## src/rtl/ctx_mem_arbiter.sv

```systemverilog
// Shares one OBI data port between the core LSU and the ctx save/restore streams.
// Grants are held stable until accepted; responses are routed in order by a tag FIFO.
module ctx_mem_arbiter #(
  parameter int unsigned MAX_OUTST    = 4,
  parameter int unsigned STARVE_LIMIT = 8
) (
  input  logic        clk_i,
  input  logic        rst_ni,
  input  logic        core_req_i,
  output logic        core_gnt_o,
  input  logic        core_we_i,
  input  logic [3:0]  core_be_i,
  input  logic [31:0] core_addr_i,
  input  logic [31:0] core_wdata_i,
  output logic        core_rvalid_o,
  output logic [31:0] core_rdata_o,
  input  logic        ctx_wr_valid_i,
  input  logic [31:0] ctx_wr_addr_i,
  input  logic [31:0] ctx_wr_data_i,
  output logic        ctx_wr_ready_o,
  input  logic        ctx_rd_valid_i,
  input  logic [31:0] ctx_rd_addr_i,
  output logic        ctx_rd_ready_o,
  output logic        ctx_rd_resp_valid_o,
  output logic [31:0] ctx_rd_data_o,
  output logic        mem_req_o,
  input  logic        mem_gnt_i,
  output logic        mem_we_o,
  output logic [3:0]  mem_be_o,
  output logic [31:0] mem_addr_o,
  output logic [31:0] mem_wdata_o,
  input  logic        mem_rvalid_i,
  input  logic [31:0] mem_rdata_i,
  output logic        err_o
);

  localparam int unsigned PW = (MAX_OUTST > 1) ? $clog2(MAX_OUTST) : 1;
  localparam int unsigned SW = $clog2(STARVE_LIMIT + 1);
  localparam logic [PW:0]   FULL_CNT = (PW+1)'(MAX_OUTST);
  localparam logic [SW-1:0] LIMIT    = SW'(STARVE_LIMIT);

  typedef enum logic [1:0] {
    SRC_CORE = 2'd0,
    SRC_WR   = 2'd1,
    SRC_RD   = 2'd2
  } src_e;

  src_e          sel;
  src_e          head;
  src_e          lock_src_q, lock_src_d;
  src_e          tag_q [MAX_OUTST];
  logic          lock_q, lock_d;
  logic [SW-1:0] starve_q, starve_d;
  logic [PW-1:0] wptr_q, rptr_q;
  logic [PW:0]   cnt_q;
  logic          err_q;
  logic          ctx_pend, force_ctx, sel_vld;
  logic          full, empty, push, pop;

  assign full  = (cnt_q == FULL_CNT);
  assign empty = (cnt_q == '0);
  assign push  = mem_req_o & mem_gnt_i;
  assign pop   = mem_rvalid_i & ~empty;
  assign head  = tag_q[rptr_q];

  always_comb begin
    ctx_pend  = ctx_wr_valid_i | ctx_rd_valid_i;
    force_ctx = (starve_q == LIMIT) && ctx_pend;
    sel       = SRC_CORE;
    if (lock_q)              sel = lock_src_q;
    else if (force_ctx)      sel = ctx_wr_valid_i ? SRC_WR : SRC_RD;
    else if (core_req_i)     sel = SRC_CORE;
    else if (ctx_wr_valid_i) sel = SRC_WR;
    else if (ctx_rd_valid_i) sel = SRC_RD;
  end

  always_comb begin
    sel_vld     = 1'b0;
    mem_we_o    = 1'b0;
    mem_be_o    = '0;
    mem_addr_o  = '0;
    mem_wdata_o = '0;
    case (sel)
      SRC_CORE: sel_vld = core_req_i;
      SRC_WR:   sel_vld = ctx_wr_valid_i;
      SRC_RD:   sel_vld = ctx_rd_valid_i;
      default:  sel_vld = 1'b0;
    endcase
    // Reset gating keeps the shared port quiet while rst_ni is low.
    mem_req_o = sel_vld & ~full & rst_ni;
    if (mem_req_o) begin
      case (sel)
        SRC_CORE: begin
          mem_we_o    = core_we_i;
          mem_be_o    = core_be_i;
          mem_addr_o  = core_addr_i;
          mem_wdata_o = core_wdata_i;
        end
        SRC_WR: begin
          mem_we_o    = 1'b1;
          mem_be_o    = 4'hF;
          mem_addr_o  = ctx_wr_addr_i;
          mem_wdata_o = ctx_wr_data_i;
        end
        default: begin
          mem_be_o    = 4'hF;
          mem_addr_o  = ctx_rd_addr_i;
        end
      endcase
    end
  end

  assign core_gnt_o     = push & (sel == SRC_CORE);
  assign ctx_wr_ready_o = push & (sel == SRC_WR);
  assign ctx_rd_ready_o = push & (sel == SRC_RD);

  assign core_rvalid_o       = pop & (head == SRC_CORE);
  assign ctx_rd_resp_valid_o = pop & (head == SRC_RD);
  assign core_rdata_o        = core_rvalid_o ? mem_rdata_i : '0;
  assign ctx_rd_data_o       = ctx_rd_resp_valid_o ? mem_rdata_i : '0;
  assign err_o               = err_q;

  always_comb begin
    lock_d     = lock_q;
    lock_src_d = lock_src_q;
    if (push) begin
      lock_d = 1'b0;
    end else if (mem_req_o) begin
      lock_d     = 1'b1;
      lock_src_d = sel;
    end
    starve_d = starve_q;
    if (!ctx_pend)
      starve_d = '0;
    else if (push && sel != SRC_CORE)
      starve_d = '0;
    else if (push && starve_q != LIMIT)
      starve_d = starve_q + SW'(1);
  end

  always_ff @(posedge clk_i or negedge rst_ni) begin
    if (!rst_ni) begin
      lock_q     <= 1'b0;
      lock_src_q <= SRC_CORE;
      starve_q   <= '0;
      wptr_q     <= '0;
      rptr_q     <= '0;
      cnt_q      <= '0;
      err_q      <= 1'b0;
      for (int i = 0; i < int'(MAX_OUTST); i++) tag_q[i] <= SRC_CORE;
    end else begin
      lock_q     <= lock_d;
      lock_src_q <= lock_src_d;
      starve_q   <= starve_d;
      if (push) begin
        tag_q[wptr_q] <= sel;
        wptr_q        <= wptr_q + PW'(1);
      end
      if (pop) rptr_q <= rptr_q + PW'(1);
      if (push && !pop)      cnt_q <= cnt_q + (PW+1)'(1);
      else if (pop && !push) cnt_q <= cnt_q - (PW+1)'(1);
      if (mem_rvalid_i && empty) err_q <= 1'b1;
    end
  end

endmodule

```

## config.mk

```make
export PLATFORM = sky130hd
export DESIGN_NAME = ctx_mem_arbiter
export DESIGN_NICKNAME = d
export VERILOG_FILES = /design/src/rtl/ctx_mem_arbiter.sv
export SDC_FILE = /design/constraint.sdc
export NUM_CORES = 1
export LEC_CHECK = 0
export CORE_AREA = 2 2 135 137
export DETAILED_ROUTE_END_ITERATION = 8
export DIE_AREA = 0 0 137 139
export SLEW_MARGIN = 10
export SYNTH_ARGS = -nofsm -noshare
export SYNTH_HDL_FRONTEND = slang
export SYNTH_SLANG_ARGS = --single-unit
```

## constraint.sdc

```tcl
create_clock -name clk_i -period 4.2 [get_ports clk_i]
set_input_delay 1.05 -clock clk_i [delete_from_list [all_inputs] [get_ports clk_i]]
set_output_delay 1.05 -clock clk_i [all_outputs]
set_load 0.005 [all_outputs]
```

Word-level counts from Yosys, hierarchy flattened --
Index checks and enable logic that the tools add are counted.
Storage, ports and cells: register bits 23, logic and storage cells 87, output and inout port bits 140, input port bits 204
Cells by class: muxes and demuxes 30, equal/unequal tests 7, order comparisons 3, reduce and logical (&&, ||, !) cells 16, $add $sub $neg 5, bitwise operators 15
Operators with widths (number):
- $mux W32 | 4
- $pmux W32 S2 | 2
- $mux W4 | 5
- $mux W2 | 9
- $and A1 B1 Y1 | 9
- $bwmux W8 | 1
- $logic_and A1 B1 Y1 | 7
- $ge A3 B3 Y1 const B | 2
- $mux W3 | 2
- $not A2 Y3 | 2
- $reduce_bool A2 Y1 | 3
- $add A2 B1 Y2 const B | 2
- $add A4 B1 Y4 const B | 1
- $bmux W2 S2 | 1
- $demux W2 S2 | 1
- $eq A2 B2 Y1 const B | 2
- $eq A4 B4 Y1 const B | 1
- $logic_not A2 Y1 | 2
- $ne A4 B4 Y1 const B | 1
- $add A3 B1 Y3 const B | 1
- $eq A3 B3 Y1 const B | 1
- $logic_not A3 Y1 | 1
- $lt A3 B1 Y1 const B | 1
- $mux W1 | 3
- other kinds (9) | 12

Depth between registers and ports, before layout --
Gate-level depths: netlist of run 1.
word-level depth 14, depth in mapped cells 15, mapped depth without buffers 13

Worst setup path after synthesis of run 1 --
OpenSTA, ideal clock, no wires.
path kind input-to-output, start point input port core_req_i, end point output port mem_wdata_o[10], buffers on the path 4, data required time 3.150 ns, arrival time 2.405 ns, path slack 0.745 ns, cell stages on the path 10, cells stage by stage nor2b_1 > and2_1 > buf_2 > or2_0 > buf_2 > and2_1 > buf_6 > buf_6 > a22oi_1 > nor2_1
On the way: longest elaborated chain between the ends 8, elaborated cells between the ends (all ways) 11, those cells by class eq/ne (2); mux (6); bitwise (2); reduce/logical (1)
RTL lines:
- start: declaration | line 9 | input logic core_req_i,
- $mux W2 | line 72 | else if (core_req_i) sel = SRC_CORE;
- $mux W2 | line 71 | else if (force_ctx) sel = ctx_wr_valid_i ? SRC_WR : SRC_RD;
- $mux W2 | line 70 | if (lock_q) sel = lock_src_q;
- $eq A2 B2 Y1, or another cell as far along | line 83 | case (sel)
- $pmux W1 S3 | line 83
- $and A1 B1 Y1 (2 in a row) | line 90 | mem_req_o = sel_vld & ~full & rst_ni;
- $mux W32 (*) | line 91 | if (mem_req_o) begin
- end: declaration | line 31 | output logic [31:0] mem_wdata_o,
Every way passes the cells marked *; elsewhere a longest branch is shown, timed or not.

Worst setup path in the final report of run 1 --
start point input port core_req_i, end point output port mem_addr_o[17]
On the way: longest elaborated chain between the ends 8, elaborated cells between the ends (all ways) 11, those cells by class eq/ne (2); mux (6); bitwise (2); reduce/logical (1)
RTL lines:
- $mux W2 | line 72
- $mux W2 | line 71
- $mux W2 | line 70
- $eq A2 B2 Y1, or another cell as far along | line 83
- $pmux W1 S3 | line 83
- $and A1 B1 Y1 (2 in a row) | line 90
- $mux W32 (*) | line 91
- end: declaration | line 30 | output logic [31:0] mem_addr_o,
Marked as above.

==> results.tsv, run 1 <==
stage	metric	value	unit
logic_synthesis	complex-gate fraction of the synthesized area	0.244	
drt	vias per cell	4.23	
drt	First DRT Iteration DRCs	160	
sta	final worst path period share	1.02	
placed_design	HPWL after DPL	12.2	mm
cells_and_area	fin nets	976	
sta	Slew Viols, Final	0	
worst_setup_path	endpoint type of the worst setup path	primary output	
drt	WL met1	6.03	mm
drt	total iterations of the first detailed-routing run	4	
logic_synthesis	FFs w/ async S/R, synth	1.00	
worst_setup_path	Worst Path Required	3.15	ns
cells_and_area	proportion of layout cells with a drive suffix above 1	0.117	
drt	Top Metal Used	met4	
logic_synthesis	largest family of logic cells by synthesized area	simple AND/OR/NAND/NOR gates	
floorplan	number of cell rows	49	
worst_setup_path	r2r setup slk	1.18	ns
cells_and_area	most frequent cells in the layout	clkdlybuf4s50_1 (272), nor2_1 (78), and2_1 (64)	
logic_synthesis	adder-cell share of the synthesized area	0.0356	
pwr	Design Power	0.00332	W
logic_synthesis	synthesized area	3030	um2
global_routing	initial antenna violation count	0	
cells_and_area	P&R area growth vs syn	143	%
clock_tree	Num CTS Buffers	3	
logic_synthesis	syn nets	612	
cells_and_area	Fillers	1830	
clock_tree	number of H-tree levels	1	
clock_tree	CTS tree	done	
pwr	switching share of total power	0.398	
drt	Routed Antenna Nets	0	
status	failing checks	setup timing	
global_routing	Total Routing Usage GR	0.149	
hold_path	Hold Path Class	flip-flop to flip-flop	
worst_setup_path	Worst R2R Path Depth	13	
clock_tree	worst-case clock buffer depth	2	
logic_synthesis	YS warnings	0	
drt	WL met2	7.61	mm
worst_setup_path	r2r startpoint	starve_q[0]	
sta	Final Hold Vio Count	0	
placed_design	RePlAce Congestion	0.794	
sta	minimum clock period	4.27	ns
pwr	Internal	0.00200	W
worst_setup_path	cell mode on critical path	clkdlybuf4s50_1	
floorplan	num ports	344	
worst_setup_path	CP arrival	3.22	ns
clock_tree	Clock Latency Late Sink	0.26	ns
worst_setup_path	Slowest-stage cell, CP	clkdlybuf4s50_1	
pwr	Sw Pwr	0.00132	W
pwr	Max IR drop VDD	0.191	mV
job	max_cap viols	0	
pwr	combinational share of power	0.820	
floorplan	Die X	137	um
sta	Final WS setup	-0.0666	ns
pwr	Clock power frac	0.062	
logic_synthesis	simple-gate portion of the synthesized area	0.291	
global_routing	vias in the first global route	4078	
hold_path	Worst Hold End	err_o	
drt	DR vias	4195	
placed_design	DP Worst Slack	-0.436	ns
clock_tree	clock-pin slew on the worst setup and hold paths	0.06	ns
pwr	sequential power share	0.118	
floorplan	Core Region	17700	um2
worst_setup_path	Largest stage delay, worst path	0.55	ns
clock_tree	hold-fix buffers at CTS	0	
cells_and_area	diode count	0	
placed_design	port buffer count	343	
logic_synthesis	post-synthesis xor/xnor area fraction	0.0174	
clock_tree	clk root buf	clkbuf_16	
drt	Routed WL per cell	15.2	um
global_routing	largest net degree at the start of global routing	36	
pwr	total power divided by cell area	453	nW/um2
drt	routed wl met3	1.20	mm
sta	relative slew slack	0.745	
sta	clk_skew	0.00148	ns
sta	RSZ-0062 raised after global routing	yes	
sta	Peak Freq	234	MHz
drt	final WL	15.1	mm
logic_synthesis	Primary FF master, synth	dfrtp_1	
drt	# DRC	0	
global_routing	GRT Residual Overflow	0	
global_routing	first-pass GRT wire length	22.6	mm
hold_path	hold path depth	1	
sta	Tightest Pin Transition	0.383	ns
status	status	finished, violations left	
worst_setup_path	crit path cell chain	clkdlybuf4s50_1 > nor2b_2 > and2_4 > or2_4 > bufbuf_16 > a211oi_2 > clkdlybuf4s50_1	
sta	Setup violations, final	2	
logic_synthesis	cell count after synthesis	400	
logic_synthesis	Yosys reg bits	23	
logic_synthesis	register area share after synthesis	0.190	
logic_synthesis	mux contribution to synthesized area	0.132	
cells_and_area	sequential cell area	576	um2
logic_synthesis	Synth Area per Inst	7.56	um2
logic_synthesis	Netlist cell types	44	
floorplan	die area	19000	um2
floorplan	die height	139	um
worst_setup_path	Worst Path Max Fanout	20	
clock_tree	clk sink count	23	
floorplan	Initial Utilization	0.171	
logic_synthesis	Post-synth EDFFs	0	
worst_setup_path	CP startpoint kind	primary input	
pwr	Leakage	3.36	nW
worst_setup_path	CP Class	primary input to primary output	
worst_setup_path	reg2reg end	cnt_q[1]	
hold_path	hold_sp	err_o	
cells_and_area	most common cell after layout, fill and taps aside	clkdlybuf4s50_1	
cells_and_area	Multi-input gate area	2290	um2
[stage by stage]
stage,hold WS (ns),utilization,area [um2],instances,setup TNS (ns)
detailed placement,0.456,0.389,6880,963,-11.55
finish,0.460,0.416,7340,992,-0.107
CTS,0.467,0.404,7130,977,-0.974
global placement,0.441,0.389,6880,963,-10.99
floorplan,0.448,-,3030,400,0
global route,0.491,0.416,7340,992,-0.223
[critical path, delay by kind of cell]
kind,cells,cell delay (ns)
simple gates,3,0.65
buf+inv,3,1.28
compound gates,1,0.24
[how the worst max path moves through the flow]
stage / start / end / slack (ns) / depth (start not counted)
finish: core_req_i / mem_addr_o[17] / -0.07 / 7
global route: core_req_i / mem_addr_o[21] / -0.12 / 9
CTS: core_req_i / mem_addr_o[27] / -0.15 / 7
detailed placement: core_req_i / mem_addr_o[30] / -0.44 / 8
global placement: core_req_i / mem_addr_o[30] / -0.45 / 8
floorplan: core_req_i / mem_wdata_o[10] / 0.74 / 10
[metal layers]
metal / vias up / global-route usage
li1: 2139 / -
met1: 1862 / 0.182
met2: 180 / 0.262
met3: 14 / 0.0358
met4: 0 / 0.0331
met5: - / 0
[power groups by stage]
stage	registers, W	logic, W	clock network (W)
5_1_grt	0.000408	0.00297	0.000224
4_1_cts	0.000395	0.00265	0.000212
3_3_place_gp	0.000395	0.00254	0
3_5_place_dp	0.000397	0.00255	0
6_report	0.000393	0.00273	0.000206
2_1_floorplan	0.000367	0.00124	0
[layout make-up]
| cell class | instances | area share |
|---|---|---|
| inverter | 12 | 0.00614 |
| timing repair buffer | 398 | 0.553 |
| multi-input combinational | 326 | 0.313 |
| tap | 229 | 0.0390 |
| sequential | 23 | 0.0784 |
| clock buffer | 3 | 0.0102 |
| clock inverter | 1 | 0.000682 |
[logic make-up after synthesis]
| logic type | Yosys count |
|---|---|
| simple gates | 173 |
| compound gates | 102 |
| buf+inv | 51 |
| mux | 37 |
| flops | 23 |
| fa+ha+maj | 8 |
| xor+xnor | 6 |
[flip-flops by register name (all words and copies together), names as in the netlist]
signal / count
cnt_q: 3
err_o: 1
lock_q: 1
lock_src_q: 2
rptr_q: 2
starve_q: 4
tag_q: 8
wptr_q: 2
[timing repair]
action	in CTS	in global routing
setup endpoints to repair	73	27
setup buffers	8	14
cloned	2	1
hold endpoints to repair	0	0
gates resized for setup	76	24
pin swaps	4	5
[cells in the mapped netlist (2+ instances only)]
library cell   n  area [um2]
mux2i_1       33         330
inv_1         11        41.3
and2_1        66         413
a21oi_1        4        20.0
nor3b_1        2        15.0
o31ai_1        6        45.0
buf_4          7        52.6
xnor2_1        4        35.0
buf_2         10        50.1
ha_1           7        87.6
nor2_1        78         293
mux4_2         2        45.0
o22ai_1        3        18.8
o21ai_0        9        45.0
nor2b_1        4        25.0
o41ai_1        5        43.8
dfrtp_1       23         576
clkbuf_1      15        56.3
buf_6          6        67.6
nand3_1        3        15.0
xor2_1         2        17.5
a211oi_1      32         240
a22oi_1       32         240
nor3_1         5        25.0
mux2_2         2        22.5
o21ai_1        4        20.0
nand2_1        7        26.3
o211ai_1       2        15.0
Note: power is estimated with default switching activity, not from simulation.
==> run 2, diff against run 1 <==
- CORE_AREA: 2 2 135 137 -> 5 5 130 132
- DIE_AREA: 0 0 137 139 -> 0 0 135 137
==> run 2 against run 1 <==
Compared with the run above: the flow now finishes without violations; maximum frequency is 6.8% higher; final cell count is 3.1% lower; clock-buffer cell count stayed put; critical endpoint is now mem_req_o; largest cell class unchanged.
==> results.tsv, run 2 (synthesized netlist as in run 1, its figures left out) <==
stage	metric	value	unit	change
drt	WL met2	8.54	mm	+12%
placed_design	HPWL after DPL	13.6	mm	+11%
worst_setup_path	endpoint type of the worst setup path	primary output		
sta	minimum clock period	4.00	ns	-0.271 ns
worst_setup_path	CP arrival	2.95	ns	-0.27 ns
drt	routed wl met3	1.52	mm	+27%
sta	clk_skew	0.00509	ns	+0.00361 ns
cells_and_area	P&R area growth vs syn	133	%	
status	status	complete, no violations		
floorplan	Initial Utilization	0.194		+0.0226
pwr	sequential power share	0.126		+0.008
clock_tree	clk root buf	clkbuf_16		
sta	Tightest Pin Transition	0.391	ns	+0.00787 ns
worst_setup_path	Largest stage delay, worst path	0.44	ns	-0.11 ns
clock_tree	Clock Latency Late Sink	0.26	ns	about the same
drt	final WL	16.1	mm	+6.8%
floorplan	die height	137	um	-1.4%
global_routing	GRT Residual Overflow	0		unchanged
floorplan	num ports	344		unchanged
drt	vias per cell	4.43		+4.8%
sta	Peak Freq	250	MHz	+6.8%
worst_setup_path	CP Class	primary input to primary output		
sta	relative slew slack	0.740		-0.00524
cells_and_area	max reg flops	8		unchanged
worst_setup_path	Worst Path Max Fanout	14		-30%
placed_design	Placed Instance Area	6820	um2	-0.75%
clock_tree	number of H-tree levels	1		unchanged
hold_path	Hold Path Class	flip-flop to flip-flop		
floorplan	number of cell rows	46		-6.1%
cells_and_area	fin area	7040	um2	-4.0%
global_routing	initial antenna violation count	0		unchanged
clock_tree	hold-fix buffers at CTS	0		unchanged
clock_tree	clk sink count	23		unchanged
pwr	Design Power	0.00318	W	-4.3%
global_routing	largest net degree at the start of global routing	49		+36%
sta	Final Hold Vio Count	0		unchanged
pwr	Internal	0.00190	W	-5.3%
drt	total iterations of the first detailed-routing run	6		+2
global_routing	first-pass GRT wire length	23.5	mm	+3.8%
drt	# DRC	0		unchanged
cells_and_area	fin nets	958		-1.8%
drt	Top Metal Used	met4		
pwr	combinational share of power	0.810		-0.010
drt	WL met1	5.80	mm	-3.8%
pwr	switching share of total power	0.404		+0.00647
drt	Routed Antenna Nets	0		unchanged
job	max_cap viols	0		unchanged
sta	final worst path period share	0.951		-0.0645
cells_and_area	most common cell after layout, fill and taps aside	clkdlybuf4s50_1		
clock_tree	clock-pin slew on the worst setup and hold paths	0.06	ns	about the same
placed_design	port buffer count	343		unchanged
cells_and_area	diode count	0		unchanged
sta	Setup violations, final	0		-2
cells_and_area	proportion of layout cells with a drive suffix above 1	0.0846		-0.0321
worst_setup_path	CP startpoint kind	primary input		
global_routing	Total Routing Usage GR	0.156		+0.00730
floorplan	Core Region	15600	um2	-12%
drt	Routed WL per cell	16.7	um	+10%
drt	DR vias	4258		+1.5%
clock_tree	worst-case clock buffer depth	2		unchanged
cells_and_area	Top reg by flops	tag_q		
drt	First DRT Iteration DRCs	136		-15%
floorplan	Die X	135	um	-1.5%
cells_and_area	post-layout util	0.452		+0.0359
pwr	Max IR drop VDD	0.212	mV	+11%
global_routing	vias in the first global route	4422		+8.4%
cells_and_area	Fillers	1523		-17%
pwr	total power divided by cell area	452	nW/um2	-0.31%
clock_tree	CTS tree	done		
worst_setup_path	r2r setup slk	1.17	ns	about the same
floorplan	die area	18500	um2	-2.9%
sta	RSZ-0062 raised after global routing	no		
clock_tree	Num CTS Buffers	3		unchanged
worst_setup_path	crit path cell chain	dlygate4sd2_1 > nor3_2 > a211o_1 > and2_4 > o21ai_4 > buf_12 > buf_12 > inv_2 > clkdlybuf4s50_1		
worst_setup_path	Worst Path Required	3.15	ns	about the same
pwr	Leakage	2.98	nW	-11%
pwr	Clock power frac	0.065		+0.003
placed_design	RePlAce Congestion	0.842		+6.0%
pwr	Sw Pwr	0.00129	W	-2.8%
sta	Slew Viols, Final	0		unchanged
cells_and_area	Top Registers	tag_q: 8 flops, starve_q: 4 flops, cnt_q: 3 flops		
worst_setup_path	Slowest-stage cell, CP	clkdlybuf4s50_1		
sta	Setup TNS	0	ns	+0.107 ns
cells_and_area	most frequent cells in the layout	clkdlybuf4s50_1 (290), nor2_1 (78), and2_1 (64)		
worst_setup_path	cell mode on critical path	buf_12		
run 2: changes by cell type in the layout (fill, tap and decap cells not counted), moves of 3 or more:
cell and delta:
buf_4 -15, dlymetal6s2s_1 -14, dlygate4sd2_1 -5, a211oi_4 -3
a211oi_2 -8, a211oi_1 +11, clkdlybuf4s50_1 +18
run 2: final timing paths:
| path | endpoint | cells after the start | start |
|---|---|---|---|
| worst max-delay path | mem_req_o | 9 | ctx_wr_valid_i |
| worst min-delay path | err_o | 1 | err_o |
| worst max register to register | cnt_q[1] | 13 | starve_q[0] |
| worst min register to register | err_o | 1 | err_o |
| max in group asynchronous | lock_src_q[0] | 2 | rst_ni |
| min in group asynchronous | cnt_q[0] | 2 | rst_ni |
run 2: layer usage:
layer,GRT usage,up-vias
met4,0.0386,0
met2,0.299,220
met5,0,-
met3,0.0419,14
met1,0.171,1927
li1,-,2097
run 2: worst max-delay path: cells and delay by family:
family          cells  cell delay (ns)
compound gates      2             0.55
simple gates        2             0.26
buf+inv             5             1.08
run 2: what timing repair did:
action                     CTS  global route
cloned                       1             1
pin swaps                    4             2
buffers inserted             5             3
setup endpoints to repair   73            27
resized for setup           60             6
run 2: power by group through the flow:
stage / combinational, W / sequential, W / clock, W
final: 0.00258 / 0.000400 / 0.000206
after global routing: 0.00279 / 0.000414 / 0.000219
after CTS: 0.00258 / 0.000401 / 0.000212
after detailed placement: 0.00255 / 0.000401 / 0
after global placement: 0.00249 / 0.000389 / 0
after floorplan: 0.00124 / 0.000367 / 0
run 2: per-stage QoR:
stage / std cells / hold slack, ns / setup slack [ns]
2_1_floorplan: 400 / 0.448 / 0.745
3_3_place_gp: 947 / 0.444 / -0.189
3_5_place_dp: 947 / 0.468 / -0.215
4_1_cts: 957 / 0.479 / -0.0371
5_1_grt: 961 / 0.498 / 0.0644
6_report: 961 / 0.466 / 0.204
run 2: final cells by class:
type	instances	area, um2	share of cell area
clock buffers	3	75.1	0.0107
clock inverters	1	5.00	0.000711
inverters	12	45.0	0.00640
multi-input cells	326	2220	0.316
flip-flops and latches	23	576	0.0817
well taps	216	270	0.0384
repair buffers	380	3850	0.547
